$ cat src/rtl/neuron_sad_pkg.sv
// -----------------------------------------------------------------------------
// neuron_sad_pkg
// Shared definitions for the leaky integrate-and-fire stage that sits behind
// the 8-bit Sklansky adder.
//   - state_t     : FSM encoding (IDLE, INTEG, REFRACT)
//   - DATA_W_DEF  : default sample width (adder sum width)
//   - ACC_W_DEF   : default membrane / threshold width
//   - sat_add()   : membrane - leak + sample, clamped to 2^acc_w-1
// -----------------------------------------------------------------------------
package neuron_sad_pkg;

  typedef enum logic [1:0] {
    IDLE    = 2'd0,
    INTEG   = 2'd1,
    REFRACT = 2'd2
  } state_t;

  localparam int DATA_W_DEF = 8;
  localparam int ACC_W_DEF  = 12;

  // Working width of sat_add. Operands are zero-extended to this width so the
  // helper serves any ACC_W up to 31 bits.
  localparam int SAT_W = 32;

  // The caller guarantees leak <= acc, so the subtraction never underflows.
  // One guard bit above SAT_W catches the carry before the clamp.
  function automatic logic [SAT_W-1:0] sat_add(
    input logic [SAT_W-1:0] acc,
    input logic [SAT_W-1:0] leak,
    input logic [SAT_W-1:0] x,
    input int unsigned      acc_w
  );
    logic [SAT_W:0] sum;
    logic [SAT_W:0] max_val;
    sum     = {1'b0, acc - leak} + {1'b0, x};
    max_val = ({{SAT_W{1'b0}}, 1'b1} << acc_w) - {{SAT_W{1'b0}}, 1'b1};
    if (sum > max_val) begin
      sum = max_val;
    end
    return sum[SAT_W-1:0];
  endfunction

endpackage

$ cat src/rtl/neuron_refract_counter.sv
// -----------------------------------------------------------------------------
// neuron_refract_counter
// Loadable down-counter that times the refractory window.
// Ports:
//   clk      in   clock, rising edge
//   rst_n    in   asynchronous active-low reset (count cleared to 0)
//   load     in   load load_val this cycle (takes priority over dec)
//   dec      in   decrement by one while the count is non-zero
//   load_val in   CNT_W value to load
//   done     out  count is zero
// -----------------------------------------------------------------------------
module neuron_refract_counter #(
  parameter int CNT_W = 8
) (
  input  logic             clk,
  input  logic             rst_n,
  input  logic             load,
  input  logic             dec,
  input  logic [CNT_W-1:0] load_val,
  output logic             done
);

  logic [CNT_W-1:0] cnt_reg;

  always_ff @(posedge clk or negedge rst_n) begin
    if (!rst_n) begin
      cnt_reg <= '0;
    end else if (load) begin
      cnt_reg <= load_val;
    end else if (dec && (cnt_reg != '0)) begin
      cnt_reg <= cnt_reg - 1'b1;
    end
  end

  assign done = (cnt_reg == '0);

endmodule

$ cat src/rtl/neuron_sad_integrator.sv
// -----------------------------------------------------------------------------
// neuron_sad_integrator
// Leaky integrate-and-fire stage. Each accepted adder sum is added into a
// saturating membrane register; reaching the threshold emits a one-cycle
// spike, clears the membrane and starts a refractory period.
// Optional feature: define NEURON_SAD_LEAK_EN to subtract
// membrane >> LEAK_SHIFT on every accept (otherwise a pure integrator).
// Ports:
//   clk        in   clock, rising edge
//   rst_n      in   asynchronous active-low reset
//   ena        in   enable; 0 parks the block in IDLE
//   in_valid   in   in_data holds a valid sample
//   in_ready   out  sample accepted this cycle (combinational)
//   in_data    in   DATA_W unsigned sample
//   threshold  in   ACC_W firing threshold, sampled on each accept
//   spike      out  one-cycle fire pulse (registered)
//   membrane   out  ACC_W membrane value (registered)
//   busy       out  high while refractory (registered)
// -----------------------------------------------------------------------------
module neuron_sad_integrator
  import neuron_sad_pkg::*;
#(
  parameter int DATA_W      = DATA_W_DEF,
  parameter int ACC_W       = ACC_W_DEF,
  parameter int LEAK_SHIFT  = 3,
  parameter int REFRACT_CYC = 4
) (
  input  logic              clk,
  input  logic              rst_n,
  input  logic              ena,
  input  logic              in_valid,
  output logic              in_ready,
  input  logic [DATA_W-1:0] in_data,
  input  logic [ACC_W-1:0]  threshold,
  output logic              spike,
  output logic [ACC_W-1:0]  membrane,
  output logic              busy
);

`ifdef NEURON_SAD_LEAK_EN
  localparam logic LEAK_ON = 1'b1;
`else
  localparam logic LEAK_ON = 1'b0;
`endif

  // Counter is loaded with REFRACT_CYC-1 on the firing edge and the FSM leaves
  // REFRACT on the edge where it reads zero, giving REFRACT_CYC cycles total.
  localparam logic [7:0] REFRACT_LOAD = 8'(REFRACT_CYC - 1);

  state_t            state_reg, state_next;
  logic [ACC_W-1:0]  membrane_reg;
  logic              spike_reg;
  logic              busy_reg;

  logic              accept;
  logic              fire;
  logic              cnt_load;
  logic              cnt_done;
  logic [SAT_W-1:0]  mem_ext;
  logic [SAT_W-1:0]  leak_ext;
  logic [SAT_W-1:0]  data_ext;
  logic [SAT_W-1:0]  thr_ext;
  logic [SAT_W-1:0]  nxt_full;

  assign in_ready = ena && (state_reg == INTEG);
  assign accept   = in_valid && in_ready;

  // Datapath: everything widened to SAT_W; the clamp inside sat_add keeps
  // nxt_full within ACC_W bits, so the upper bits are zero.
  assign mem_ext  = {{(SAT_W-ACC_W){1'b0}}, membrane_reg};
  assign data_ext = {{(SAT_W-DATA_W){1'b0}}, in_data};
  assign thr_ext  = {{(SAT_W-ACC_W){1'b0}}, threshold};
  assign leak_ext = LEAK_ON ? (mem_ext >> LEAK_SHIFT) : '0;
  assign nxt_full = sat_add(mem_ext, leak_ext, data_ext, unsigned'(ACC_W));
  assign fire     = accept && (nxt_full >= thr_ext);

  neuron_refract_counter #(
    .CNT_W(8)
  ) u_refract_counter (
    .clk      (clk),
    .rst_n    (rst_n),
    .load     (cnt_load),
    .dec      (state_reg == REFRACT),
    .load_val (REFRACT_LOAD),
    .done     (cnt_done)
  );

  always_comb begin
    state_next = state_reg;
    cnt_load   = 1'b0;
    case (state_reg)
      IDLE: begin
        if (ena) state_next = INTEG;
      end
      INTEG: begin
        if (!ena) begin
          state_next = IDLE;
        end else if (fire) begin
          state_next = REFRACT;
          cnt_load   = 1'b1;
        end
      end
      REFRACT: begin
        // ena only decides where we go once the window has fully elapsed.
        if (cnt_done) state_next = ena ? INTEG : IDLE;
      end
      default: state_next = IDLE;
    endcase
  end

  always_ff @(posedge clk or negedge rst_n) begin
    if (!rst_n) begin
      state_reg    <= IDLE;
      membrane_reg <= '0;
      spike_reg    <= 1'b0;
      busy_reg     <= 1'b0;
    end else begin
      state_reg <= state_next;
      spike_reg <= fire;
      busy_reg  <= (state_next == REFRACT);
      if (accept) begin
        membrane_reg <= fire ? '0 : nxt_full[ACC_W-1:0];
      end
    end
  end

  assign spike    = spike_reg;
  assign membrane = membrane_reg;
  assign busy     = busy_reg;

endmodule

$ cat config.mk
export PLATFORM = sky130hd
export DESIGN_NAME = neuron_sad_integrator
export DESIGN_NICKNAME = d
export VERILOG_FILES = /design/src/rtl/neuron_sad_pkg.sv /design/src/rtl/neuron_refract_counter.sv /design/src/rtl/neuron_sad_integrator.sv
export SDC_FILE = /design/constraint.sdc
export NUM_CORES = 1
export LEC_CHECK = 0
export ABC_AREA = 1
export BUFFER_PORTS_ARGS = -buffer_cell sky130_fd_sc_hd__buf_2
export CORE_UTILIZATION = 55
export DETAILED_ROUTE_END_ITERATION = 6
export PLACE_DENSITY_LB_ADDON = 0.2
export SLEW_MARGIN = 20
export SYNTH_ARGS = -nofsm -noshare
export SYNTH_HDL_FRONTEND = slang
export SYNTH_HIERARCHICAL = 1
export SYNTH_SLANG_ARGS = --single-unit
$ cat constraint.sdc
create_clock -name clk -period 4.4 [get_ports clk]
set_clock_uncertainty 0.1 [all_clocks]
set_input_delay 0.88 -clock clk [delete_from_list [all_inputs] [get_ports clk]]
set_output_delay 0.88 -clock clk [all_outputs]
set_load 0.03 [all_outputs]
==> results_dict.tcl <==
set metrics [dict create \
    final_area_um2 2540 \
    yosysSeqAreaShare 0.271 \
    setup_viol 0 \
    criticalPathCategory "in2reg" \
    track_usage 0.248 \
    cp-start-kind "primary input" \
    yosysTopAreaCell "dfrtp_1" \
    avgViaCountPerCell 4.89 \
    critPathCaptureType "flip-flop" \
    portBuffers 38 \
    insertedDiodeCount 0 \
    syn_avg_cell_area_um2 6.42 \
    drtIter0Drc 147 \
    slew_violations 0 \
    status "finished clean" \
    vias 2153 \
    gp_congestion 0.862 \
    ctsHoldBuffers 0 \
    crit_required_ns 4.47 \
    yosysWarnings 6 \
    fin_util 0.673 \
    ctsLongestPathBuffers 2 \
    reg2reg_slack_ns 0.86 \
    start_util 0.589 \
    min_path_cells 2 \
    drive_gt1_frac 0.143 \
    ios 39 \
    synth_top_area_frac 0.271 \
    arrival_ns 3.89 \
    rr_startpoint "membrane[0]$_DFFE_PN0P_" \
    ys_ff_latch 24 \
    reg2reg_depth 23 \
    syn_area_um2 2220 \
    drt_pass1_iterations 6 \
    crit_fanout 8 \
    place_hpwl_mm 3.91 \
    drt-total-wl_mm 4.77 \
    grt_pass1_vias 1945 \
    grt_first_pass_wirelength_mm 8.38 \
    critical_path_buf_inv_count 7 \
    final_cell_mix "109 x nand2_1, 70 x inv_1, 38 x buf_2, 32 x nor2_1, 28 x nand3_1" \
    largest_register_ffs 12 \
    rows 22 \
    synthDistinctLibCells 32 \
    rsz0062_at_grt "no" \
    areaGrowthSynthToFinish_pct 14.4 \
    cts-buffers-inserted 3 \
    slew_headroom 0.635 \
    min_to "membrane[11]$_DFFE_PN0P_" \
    hp-class "reg2reg" \
    drc 0 \
    core_area_um2 3770 \
    p_leak_nw 1.54 \
    synth_async_sr_flop_share 1.00 \
    root_buffer "clkbuf_8" \
    ys_top_cells_by_area "dfrtp_1 27%, nand2_1 18%, ha_1 12%" \
    gr-total-overflow 0 \
    synth_ff_type "dfrtp_1" \
    cp_common_cell "nand2_1" \
    hold_violations 0 \
    ant_nets 0 \
    wl_per_cell_um 10.8 \
    synth_edf_count 0 \
    tightest_slew_ns 0.548 \
    grt_antenna_before_repair 0 \
    grt_start_max_net_pins 25 \
    nets 440 \
    p_per_area_nw_per_um2 607 \
    dieArea_um2 4290 \
    cts_setup_buffers 0 \
    clock_sinks 24 \
    clk-insertion-delay-late_ns 0.27 \
    critical-path-slowest-cell "fa_1" \
    die_w_um 65.5 \
    reg2reg_to "u_refract_counter/cnt_reg[2]$_DFFE_PN0P_" \
    die_height_um 65.5 \
    cts_resized 0 \
    cap_violations 0 \
    synth_cells 346 \
    path_clk_slew_ns 0.09 \
    total_power_mw 1.54 \
    setup_tns_ns 0 \
    finalCritPeriodShare 0.868 \
    fmax_ghz 0.262 \
    nFillCells 331 \
    min_from "membrane[11]$_DFFE_PN0P_" \
    placed_area_um2 2480 \
    cpLargestDelayFamily "simple AND/OR/NAND/NOR gates" \
    post-route-min-period_ns 3.82 \
    cts_tree "built" \
    max_stage_delay_ns 0.41 \
    htreeDepth 1 \
    final_common_cell "nand2_1" \
    peakVddDrop_uv 289 \
    crit_chain "buf_2 -> ha_1 -> inv_1 -> fa_1 -> inv_1 -> nand3_1 -> nand2_1 -> nand2_1 -> nand2_1 -> nand2_1 -> o21ai_0 -> inv_1 -> ha_1 -> nand2_1 -> nor2_1 -> nand3_1 -> nand3_1 -> nand2_1 -> inv_1 -> inv_1 -> nand2_4 -> clkinv_2 -> nand2_1 -> nand2_1" \
]
where the power goes:
group | switching, mW | total [mW] | internal (mW)
registers | 0.0817 | 0.375 | 0.294
clock network | 0.0732 | 0.153 | 0.0800
logic | 0.647 | 1.01 | 0.366
cells in the mapped netlist (2+ instances only):
cell type  count
nand2_2        2
o21ai_1       10
o21ai_4        2
conb_1         2
o31ai_1        2
xnor2_1        4
o21ai_0        8
a21oi_2        2
dfrtp_1       24
clkbuf_1       2
ha_1          22
inv_1         70
a21oi_1        6
nand3_1       28
nand4_1        6
nor2_1        32
nand2_1      109
layer usage:
layer	vias to the layer above	part of all wire	track usage
li1	1156	-	-
met5	-	0	0
met2	52	0.45	0.419
met1	941	0.50	0.339
met4	0	0.0057	0.0380
met3	4	0.044	0.0382
worst reg2reg max path: stages, from the launching register on:
cell,delay (ns)
dfrtp_1,0.38
ha_1,0.24
inv_1,0.07
fa_1,0.41
inv_1,0.07
nand3_1,0.09
nand2_1,0.13
nand2_1,0.06
nand2_1,0.11
nand2_1,0.08
o21ai_0,0.22
inv_1,0.08
ha_1,0.27
nand2_1,0.04
nor2_1,0.14
nand3_1,0.12
nand3_1,0.12
nand2_1,0.12
inv_1,0.10
inv_1,0.14
nand2_4,0.16
clkinv_2,0.08
nand2_1,0.05
nand2_1,0.05
worst max path at each step:
stage / start / to / slack, ns / cells after the start
6_report: in_data[0] / u_refract_counter/cnt_reg[2]$_DFFE_PN0P_ / 0.58 / 24
5_1_grt: in_data[0] / u_refract_counter/cnt_reg[4]$_DFFE_PN0P_ / 0.13 / 27
4_1_cts: in_data[0] / u_refract_counter/cnt_reg[2]$_DFFE_PN0P_ / 0.60 / 24
3_5_place_dp: in_data[0] / u_refract_counter/cnt_reg[2]$_DFFE_PN0P_ / 0.32 / 24
3_3_place_gp: in_data[0] / u_refract_counter/cnt_reg[2]$_DFFE_PN0P_ / 0.44 / 24
2_1_floorplan: in_data[0] / u_refract_counter/cnt_reg[0]$_DFFE_PN0P_ / 0.70 / 22
layout make-up:
class                      count  area, um2  area share
sequential                    24        601       0.237
timing repair buffer          40        205      0.0808
clock buffer                   4       55.1      0.0217
multi-input combinational    252       1350       0.530
tap                           48       60.1      0.0237
inverter                      72        272       0.107
kinds of logic after synthesis:
family          synth area share
compound gates            0.0975
xor+xnor                  0.0197
fa+ha+maj                  0.133
buf+inv                    0.133
flops                      0.271
other cells              0.00338
simple gates               0.343
metrics by stage:
| step | hold slack, ns | setup WS, ns | cells |
|---|---|---|---|
| 2_1_floorplan | 0.401 | 0.702 | 352 |
| 5_1_grt | 0.460 | 0.126 | 440 |
| 4_1_cts | 0.430 | 0.599 | 440 |
| 6_report | 0.430 | 0.580 | 440 |
| 3_5_place_dp | 0.407 | 0.317 | 436 |
| 3_3_place_gp | 0.388 | 0.444 | 436 |
Power figures use the tool's default switching activity.
